$ cat config.mk
export PLATFORM = sky130hd
export DESIGN_NAME = ccu_seq_mult_shift
export DESIGN_NICKNAME = d
export VERILOG_FILES = /design/src/rtl/ccu_seq_mult_shift_pkg.sv /design/src/rtl/ccu_pulse_counter.sv /design/src/rtl/ccu_seq_mult_shift.sv
export SDC_FILE = /design/constraint.sdc
export NUM_CORES = 1
export LEC_CHECK = 0
export BUFFER_PORTS_ARGS = -buffer_cell sky130_fd_sc_hd__buf_2
export CORE_MARGIN = 4
export CORE_UTILIZATION = 45
export CTS_CLUSTER_DIAMETER = 80
export DETAILED_ROUTE_END_ITERATION = 10
export GPL_TIMING_DRIVEN = 0
export HOLD_SLACK_MARGIN = 0.08
export PLACE_DENSITY = 0.66
export SYNTH_ARGS = -nofsm -noshare
export SYNTH_HDL_FRONTEND = slang
export SYNTH_SLANG_ARGS = --single-unit
$ cat constraint.sdc
create_clock -name clk -period 4.5 [get_ports clk]
set_input_delay 0.225 -clock clk [delete_from_list [all_inputs] [get_ports clk]]
set_output_delay 0.225 -clock clk [all_outputs]
set_load 0.05 [all_outputs]
$ cat src/rtl/ccu_seq_mult_shift_pkg.sv
// Shared control-section definitions for the CCU multiply/shift sequencer.
package ccu_seq_mult_shift_pkg;

    localparam int unsigned MC_PULSES_DEF   = 36;
    localparam int unsigned CNT_W_DEF       = 6;
    localparam int unsigned MULT_CYCLES_DEF = 35;

    typedef enum logic [1:0] {
        MODE_MULT = 2'b00,
        MODE_SHL  = 2'b01,
        MODE_SHR  = 2'b10,
        MODE_ILL  = 2'b11
    } mode_e;

    typedef enum logic [1:0] {
        ST_IDLE,
        ST_ARM,
        ST_RUN,
        ST_DONE
    } state_e;

    typedef struct packed {
        logic busy;
        logic g8;
        logic ds;
        logic da_m;
        logic shl;
        logic shr;
        logic done;
        logic err;
    } strobe_t;

endpackage

$ cat src/rtl/ccu_pulse_counter.sv
// Free-running pulse-interval counter 0..MC_PULSES-1 with d0/d_last decodes.
module ccu_pulse_counter #(
    parameter  int unsigned MC_PULSES = 36,
    localparam int unsigned PC_W      = $clog2(MC_PULSES)
) (
    input  logic            clk,
    input  logic            rst,
    output logic [PC_W-1:0] count,
    output logic            d0,
    output logic            d_last
);

    localparam logic [PC_W-1:0] PC_LAST = PC_W'(MC_PULSES - 1);

    logic [PC_W-1:0] count_q;
    logic [PC_W-1:0] count_d;

    always_comb begin
        count_d = (count_q == PC_LAST) ? '0 : count_q + PC_W'(1);
    end

    always_ff @(posedge clk) begin
        if (rst) begin
            count_q <= '0;
        end else begin
            count_q <= count_d;
        end
    end

    assign count  = count_q;
    assign d0     = (count_q == '0);
    assign d_last = (count_q == PC_LAST);

endmodule

$ cat src/rtl/ccu_seq_mult_shift.sv
// Minor-cycle sequencer for serial multiply and left/right shifts; drives
// the digit-shift, add-multiplicand and gate-8 strobes of the arithmetic unit.
module ccu_seq_mult_shift
    import ccu_seq_mult_shift_pkg::*;
#(
    parameter int unsigned MC_PULSES   = MC_PULSES_DEF,
    parameter int unsigned CNT_W       = CNT_W_DEF,
    parameter int unsigned MULT_CYCLES = MULT_CYCLES_DEF
) (
    input  logic             clk,
    input  logic             rst,
    input  logic             start,
    input  logic [1:0]       mode,
    input  logic [CNT_W-1:0] count,
    input  logic             mplier_bit,
    output logic             busy,
    output logic             g8,
    output logic             ds,
    output logic             da_m,
    output logic             shl,
    output logic             shr,
    output logic             done,
    output logic             err,
    output logic             d0,
    output logic             d_last
);

    localparam int unsigned PC_W = $clog2(MC_PULSES);
    localparam strobe_t OUT_RST = '{g8: 1'b1, default: 1'b0};

    logic [PC_W-1:0] unused_pc;
    logic            pc_d0;
    logic            pc_dlast;

    state_e          state_q, state_d;
    mode_e           mode_q,  mode_d;
    logic [CNT_W-1:0] rem_q,  rem_d;
    strobe_t         out_q,   out_d;

    ccu_pulse_counter #(
        .MC_PULSES (MC_PULSES)
    ) u_pulse_counter (
        .clk    (clk),
        .rst    (rst),
        .count  (unused_pc),
        .d0     (pc_d0),
        .d_last (pc_dlast)
    );

    // Next state, latched operands and next registered strobes.
    always_comb begin
        state_d = state_q;
        mode_d  = mode_q;
        rem_d   = rem_q;
        out_d   = '0;

        case (state_q)
            ST_IDLE: begin
                if (start && (mode != MODE_ILL)) begin
                    mode_d  = mode_e'(mode);
                    rem_d   = (mode == MODE_MULT) ? CNT_W'(MULT_CYCLES) : count;
                    state_d = ST_ARM;
                end
            end
            ST_ARM: begin
                if (pc_dlast) begin
                    state_d = (rem_q == '0) ? ST_DONE : ST_RUN;
                end
            end
            ST_RUN: begin
                // rem_q is never 0 here, so the decrement cannot wrap.
                if (pc_dlast) begin
                    rem_d = rem_q - CNT_W'(1);
                    if (rem_q == CNT_W'(1)) begin
                        state_d = ST_DONE;
                    end
                end
            end
            ST_DONE: begin
                state_d = ST_IDLE;
            end
            default: begin
                state_d = ST_IDLE;
            end
        endcase

        out_d.busy = (state_d != ST_IDLE);
        out_d.g8   = !((state_d == ST_ARM) || (state_d == ST_RUN));
        out_d.ds   = (state_d == ST_RUN) && pc_dlast;
        out_d.shl  = (state_d == ST_RUN) && (mode_q == MODE_SHL);
        out_d.shr  = (state_d == ST_RUN) && (mode_q == MODE_SHR);
        out_d.done = (state_d == ST_DONE);
        out_d.err  = (state_q == ST_IDLE) && start && (mode == MODE_ILL);

        // Multiplier digit captured at d0, held until the next d0 or exit.
        if (state_d == ST_RUN) begin
            if ((state_q == ST_RUN) && pc_d0) begin
                out_d.da_m = (mode_q == MODE_MULT) && mplier_bit;
            end else begin
                out_d.da_m = out_q.da_m;
            end
        end
    end

    always_ff @(posedge clk) begin
        if (rst) begin
            state_q <= ST_IDLE;
            mode_q  <= MODE_MULT;
            rem_q   <= '0;
            out_q   <= OUT_RST;
        end else begin
            state_q <= state_d;
            mode_q  <= mode_d;
            rem_q   <= rem_d;
            out_q   <= out_d;
        end
    end

    assign busy   = out_q.busy;
    assign g8     = out_q.g8;
    assign ds     = out_q.ds;
    assign da_m   = out_q.da_m;
    assign shl    = out_q.shl;
    assign shr    = out_q.shr;
    assign done   = out_q.done;
    assign err    = out_q.err;
    assign d0     = pc_d0;
    assign d_last = pc_dlast;

endmodule

Word-level counts from Yosys, hierarchy flattened
Index checks and enable logic that the tools add are counted.

word-level totals
  flip-flop bits (word level) = 24
  input port bits = 12
  output and inout port bits = 10
  logic and storage cells = 60

cells by class
  add/sub/neg operators = 2
  eq/ne operators = 14
  mux-type cells = 10
  bitwise gates (word level) = 1
  reductions and logical operators = 21

operators with widths
  operator                                             count
  2-to-1 mux 6 bit                                     3
  equality test 2 bit, second input constant           6
  logical NOT 6 bit                                    2
  one-hot mux 6 bit (2 select lines)                   1
  logical AND 1 bit                                    8
  2-to-1 mux 2 bit                                     4
  one-hot mux 2 bit (4 select lines)                   1
  adder 6 x 1 -> 6 bit, second input constant          1
  equality test 2 x 1 -> 1 bit, second input constant  3
  equality test 6 x 1 -> 1 bit, second input constant  1
  equality test 6 bit, second input constant           1
  logical NOT 2 bit                                    3
  inequality test 2 bit, second input constant         3
  subtractor 6 x 1 -> 6 bit, second input constant     1
  nonzero test 2 bit                                   2
  OR reduction 2 bit                                   2
  AND reduction 3 bit                                  1
  AND reduction 2 bit                                  1
  logical NOT 1 bit                                    1
  logical OR 1 bit                                     1
  2-to-1 mux 1 bit                                     1
  NOT 1 bit                                            1

Logic depth before layout (Yosys ltp)
Gate-level depths: netlist (run 1).

  depth after elaboration = 7
  gate-level depth with buffers = 8
  gate-level depth less buffers = 8

Hierarchy
From an unflattened synthesis (run 1), not the netlist that was laid out.

unflattened totals
  cells, all modules = 128
  area, all modules = 1188.6 sq um

modules (own cells, without submodules)
  module              times used  cells an instance  area each (sq um)  sequential area each (sq um)
  ccu_seq_mult_shift  1           99                 919.6              360.3
  ccu_pulse_counter   1           29                 269.0              120.1

Least setup slack after synthesis (run 1)
OpenSTA, ideal clock, no wires.

  path type = reg2out
  start = reg u_pulse_counter.count_q[3] (netlist: u_pulse_counter.count[3])
  end = out d0
  arrival = 2.009 ns
  data required time = 4.275 ns
  slack = 2.266 ns
  stages on the path, launching flop included = 4
  path buffers = 1
  path through = dfxtp_1 or3_1 buf_6 nor3b_1

on the way
  longest elaborated chain between the ends = 1

RTL lines
  item                      line                      source
  start: declaration        ccu_pulse_counter.sv:15   logic [PC_W-1:0] count_q;
  start signal: assignment  ccu_pulse_counter.sv:26   count_q <= count_d;
  logical NOT 6 bit         ccu_pulse_counter.sv:31   assign d0 = (count_q == '0);
  end: declaration          ccu_seq_mult_shift.sv:24  output logic d0,

Every way passes these cells.

Worst setup path after layout (run 1)
  start = reg u_pulse_counter.count_q[3] (netlist: u_pulse_counter.count[3])
  end = out d_last

on the way
  longest elaborated chain between the ends = 1

RTL lines
  item                 line                      source
  equality test 6 bit  ccu_pulse_counter.sv:32   assign d_last = (count_q == PC_LAST);
  end: declaration     ccu_seq_mult_shift.sv:25  output logic d_last

Every way passes these cells.

==> results of run 1 <==
where the power goes:
group / total (mW) / switching (mW) / internal (mW)
registers: 0.234 / 0.0102 / 0.223
clock network: 0.161 / 0.0709 / 0.0901
logic: 0.0832 / 0.0504 / 0.0328
area by class of cell:
| cell class | count | area [sq um] | share of cell area, % |
|---|---|---|---|
| Multi-Input combinational cell | 99 | 689 | 48.4 |
| Sequential cell | 24 | 480 | 33.7 |
| Timing Repair Buffer | 21 | 105 | 7.38 |
| Tap cell | 30 | 37.5 | 2.64 |
| Clock inverter | 1 | 30.0 | 2.11 |
| Inverter | 8 | 30.0 | 2.11 |
| Buffer | 5 | 28.8 | 2.02 |
| Clock buffer | 3 | 22.5 | 1.58 |
flip-flops by register name, summed over array words and instances (netlist names):
name	cells
done	1
state_q	2
ds	1
shl	1
busy	1
u_pulse_counter.count	6
mode_q	2
da_m	1
err	1
g8	1
rem_q	6
shr	1
final timing paths:
path                       end  slack [ps]                                 from  cells after the start
max                     d_last        2380  u_pulse_counter.count[3]$_SDFF_PP0_                      4
min             shl$_SDFF_PP0_         110                                  rst                      2
min reg2reg  da_m$_SDFFE_PP0P_         470                    da_m$_SDFFE_PP0P_                      2
max reg2reg     shr$_SDFF_PP0_        2390  u_pulse_counter.count[0]$_SDFF_PP0_                      7
cell families (layout without fill, tap and decap cells):
kind of cell,after synthesis,in the layout,synth area share [%]
AOI/OAI and AO/OA,23,23,14.6
xor gates and xnor gates,5,5,3.56
adders and majority gates,9,9,8.96
buffers and inverters,13,38,4.79
DFF,24,24,39.1
muxes,1,1,0.916
and+or+nand+nor,61,61,28.1
layer usage:
layer  wire [um]  up-vias  GRT usage, %
met5           0        -             0
met4          70        0          9.49
met3         179        9          4.10
met2        1310       41          29.8
met1        1270      518          21.2
li1            -      537             -
layout by cell type, fill, tap and decap left out, types with 2 or more instances in the layout:
| cell type | instances |
|---|---|
| clkbuf_4 | 3 |
| xnor2_1 | 2 |
| nor2_1 | 13 |
| nand3_1 | 5 |
| a211oi_1 | 2 |
| nand2_1 | 7 |
| nor3_1 | 14 |
| dfxtp_1 | 24 |
| buf_2 | 23 |
| ha_1 | 8 |
| xor2_1 | 3 |
| a221oi_2 | 2 |
| nor2b_1 | 3 |
| a31oi_1 | 2 |
| o21ai_0 | 3 |
| nor4bb_1 | 2 |
| inv_1 | 8 |
| nand2b_1 | 4 |
| a21oi_1 | 3 |
| nor3b_1 | 3 |
per-stage QoR:
stage	setup slack (ps)	total power [mW]	hold WS, ps	instances
floorplan	2270	0.297	303	136
detailed placement	2420	0.321	448	187
CTS	2340	0.480	96.3	191
global placement	2470	0.318	437	187
global route	2140	0.501	111	191
finish	2380	0.478	110	191
==> results.toml, run 1 <==
[clock_tree]
clkLatencyLatePin_ps = 320
cts_hold_buf = 0
cts-resized-gates = 0
htree_num_levels = 1
clock-sinks = 24
postCtsSetupRepairBufs = 0
cts_tree = "built"
clk_pin_slew_ps = 140
clock_path_buffers = 2
cts_buffers = 3
cts-root-buf = "clkbuf_4"

[cells_and_area]
insertedDiodeCount = 0
fillerInstances = 242
fin_util_pct = 55.9
final_cell_area_sq_um = 1420
area_growth_pct = 15.9
nets = 182
drive_gt1_share_pct = 21.1

[worst_setup_path]
cp_data_required_time_ps = 4280
crit_chain = "or3_1 > buf_6 > nor2_1 > buf_2"
critical_path_class = "reg2out"
crit_path_max_fanout = 6
cp-end-kind = "output port"
worst-path-buf-inv = 2
cpPeakStageDelay_ps = 390
critPathLaunchType = "register"
cp_slowest_cell = "or3_1"
cp_data_arrival_time_ps = 1890
cpLargestDelayFamily = "simple AND/OR/NAND/NOR gates"

[global_routing]
grt_pass1_wl_um = 4840
antenna_found_initial = 0
grt_use_total_pct = 17.9
grt_pass1_vias = 1129
grt_max_degree = 15
grt-ovfl-total = 0

[yosys]
synth.distinct_cells = 45
synth-seq-cells = 24
ys_seq_area_share_pct = 39.1
syn-num-nets = 156
syn_avg_cell_area_sq_um = 9.03
synth_ff_type = "dfxtp_1"
yosysTopAreaCell = "dfxtp_1"
synthCells = 136
synth_warnings = 0
syn_area_sq_um = 1230
synth_edf_count = 0
yosys-top-cells-count = "dfxtp_1, nor3_1, nor2_1, ha_1, inv_1"
synth_top_area_share_pct = 39.1
ys_top_cells_by_area = "dfxtp_1, ha_1, nor3_1"
yosysMostFrequentCell = "dfxtp_1"
synth-async-reset-ratio_pct = 0

[pwr]
powerDensity_nw_per_um2 = 336
leakage_nw = 0.606
vdd_drop_max_uv = 162

[sta]
worst_pin_slew_ps = 601
setup_violations = 0
fin_crit_ps = 2120
post-route-period-util_pct = 47.1
rsz0062_at_grt = "false"
fin_skew_ps = 4.94
slew_violations = 0
finalHoldViolCount = 0
final.setup.tns_ps = 0
max_slew_margin_pct = 59.9
clock.fmax_mhz = 472

[detailed_routing]
drt-initial-drc-count = 49
ant_nets = 0
wire_per_inst_um = 14.8
drt-pass1-iter-count = 4
drc = 0
wirelength_um = 2820
vias = 1105
vias_per_cell = 5.79

[placement]
placed_area_sq_um = 1370
io_buffer_count = 21
place.gp.congestion = 0.797
hpwl_um = 2090

[floorplan]
die_h_um = 60.3
initial_utilization_pct = 48.3
num_rows = 18
core_sq_um = 2540
die-width_um = 60.3
die_area_sq_um = 3630
io_pins = 22

[run_status]
outcome = "completed"

[hold_path]
min_path_type = "in2reg"

[job]
cap_viol_max_count = 0
Power figures use the tool's default switching activity.
==> inputs of run 2 (changes only) <==
--- a/config.mk
+++ b/config.mk
@@ -12,7 +12,7 @@
 export DETAILED_ROUTE_END_ITERATION = 10
 export GPL_TIMING_DRIVEN = 0
 export HOLD_SLACK_MARGIN = 0.08
-export PLACE_DENSITY = 0.66
+export PLACE_DENSITY = 0.68
 export SYNTH_ARGS = -nofsm -noshare
 export SYNTH_HDL_FRONTEND = slang
 export SYNTH_SLANG_ARGS = --single-unit
==> constraint.sdc (replaced) <==
create_clock -name clk -period 1.85 [get_ports clk]
set_input_delay 0.0925 -clock clk [delete_from_list [all_inputs] [get_ports clk]]
set_output_delay 0.0925 -clock clk [all_outputs]
set_load 0.05 [all_outputs]
==> run 2 against run 1 <==
Non-clock buffer count increased by 3; combinational power increased to 2.6 times the previous value; clock power increased by 78%; setup slack got worse by 2300 ps; clock skew about the same; final cell count increased by 1.6%; die area unchanged; via count decreased by 2.0%; critical path depth increased by 3; routed wire length decreased by 0.85%; first-iteration DRC count increased by 20%.
==> results.toml, run 2 (synthesis results as in run 1) <==
[run_status]
outcome = "completed"

[placement]
pre_cts_slack_ps = -173
place.gp.congestion = 0.773
io_buffer_count = 21
hpwl_um = 1960
dp.cells = 187

[sta]
worst_pin_slew_ps = 588
slew_violations = 0
rsz0062_at_grt = "true"
fin_crit_ps = 1800
post-route-period-util_pct = 97.2
finalHoldViolCount = 0
fin_skew_ps = 4.93
setup_ws_ps = 52.0
clock.fmax_mhz = 556
max_slew_margin_pct = 60.8
setup_violations = 0
hold_slack_ps = 94.5

[cells_and_area]
fillerInstances = 242
insertedDiodeCount = 0
final_cell_mix = "buf_2, dfxtp_1, nor3_1"
drive_gt1_share_pct = 32.9
area_growth_pct = 23.4
nets = 185
fin_util_pct = 59.6
fin_cells = 194

[clock_tree]
cts-root-buf = "clkbuf_4"
clk_pin_slew_ps = 130
clkLatencyLatePin_ps = 330
htree_num_levels = 1
clock-sinks = 24
clock_path_buffers = 2
cts_tree = "built"
cts_buffers = 3

[detailed_routing]
drt-initial-drc-count = 59
vias_per_cell = 5.58
wire_per_inst_um = 14.4
drt-pass1-iter-count = 4
drc = 0
ant_nets = 0
wirelength_um = 2800
vias = 1083

[floorplan]
die_area_sq_um = 3630
core_sq_um = 2540
num_rows = 18
die-width_um = 60.3
io_pins = 22
initial_utilization_pct = 48.3
die_h_um = 60.3

[global_routing]
grt_max_degree = 14
grt-ovfl-total = 0
grt_pass1_vias = 1033
antenna_found_initial = 0
grt_use_total_pct = 17.1
grt_pass1_wl_um = 4650

[worst_setup_path]
worstReg2RegEnd = "shr$_SDFF_PP0_"
critPathLaunch = "u_pulse_counter.count[3]$_SDFF_PP0_"
r2r.worst_path.cells = 7
setup.worst_path.end = "shr$_SDFF_PP0_"
cp-end-kind = "register"
crit_path_max_fanout = 6
critPathLaunchType = "register"
critical_path_class = "reg2reg"
cp_data_required_time_ps = 2110
cp_data_arrival_time_ps = 2050
r2r_slack_ps = 50
regToRegStartpoint = "u_pulse_counter.count[3]$_SDFF_PP0_"

[pwr]
finalPower_mw = 1.07
leakage_nw = 0.618
powerDensity_nw_per_um2 = 706
vdd_drop_max_uv = 617

[job]
cap_viol_max_count = 0

[hold_path]
holdPathStages = 3
min_path_type = "in2reg"
## run 2: cell types whose count changed in the layout (fill, tap and decap cells not counted), sizes merged
cell,previous run,this run
clkbuf,4,6
buf,25,26
dlygate4sd3,0,1
bufinv,1,0
## run 2: per-stage QoR
step	cell area [sq um]	setup TNS [ps]
2_1_floorplan	1240	0
6_report	1520	0
3_3_place_gp	1380	-720
3_5_place_dp	1380	-846
4_1_cts	1460	0
5_1_grt	1520	-100
## run 2: final cells by class
class / instances / area [sq um] / share of cell area, %
sequential: 24 / 487 / 32.1
clock buffer: 4 / 36.3 / 2.39
buffer: 5 / 28.8 / 1.90
tap: 30 / 37.5 / 2.48
timing repair buffer: 24 / 135 / 8.91
multi-input combinational: 99 / 762 / 50.2
inverter: 8 / 30.0 / 1.98
## run 2: layer usage
layer / track usage (%) / part of all wire, %
met2: 28.5 / 48
met1: 21.1 / 44
met4: 6.96 / 2.3
met3: 3.89 / 5.4
met5: 0 / 0
## run 2: timing repair
item,in CTS,in global routing
resized for setup,9,12
pin swaps,1,2
endpoints found under the setup margin,7,7
setup buffers,1,1
hold buffers,1,0
endpoints found under the hold margin,2,0
## run 2: worst min path at each step
stage | start | end | slack [ps]
global placement | rst | shl$_SDFF_PP0_ | 310
floorplan | rst | shl$_SDFF_PP0_ | 170
finish | mplier_bit | da_m$_SDFFE_PP0P_ | 90
CTS | mplier_bit | da_m$_SDFFE_PP0P_ | 90
global route | mplier_bit | da_m$_SDFFE_PP0P_ | 100
detailed placement | rst | shr$_SDFF_PP0_ | 320
## run 2: worst max-delay path, cell delays in order, from the launching register on
cell      delay (ps)
dfxtp_4          360
or3_1            370
buf_6            150
a211oi_2         170
o221ai_2         140
inv_2             90
ha_2             180
nor4bb_4         260
## run 2: power breakdown
group          switching, mW  total (mW)  internal [mW]
clock                  0.165       0.286          0.121
combinational          0.127       0.218         0.0908
sequential            0.0247       0.567          0.543
total                  0.317        1.07          0.754
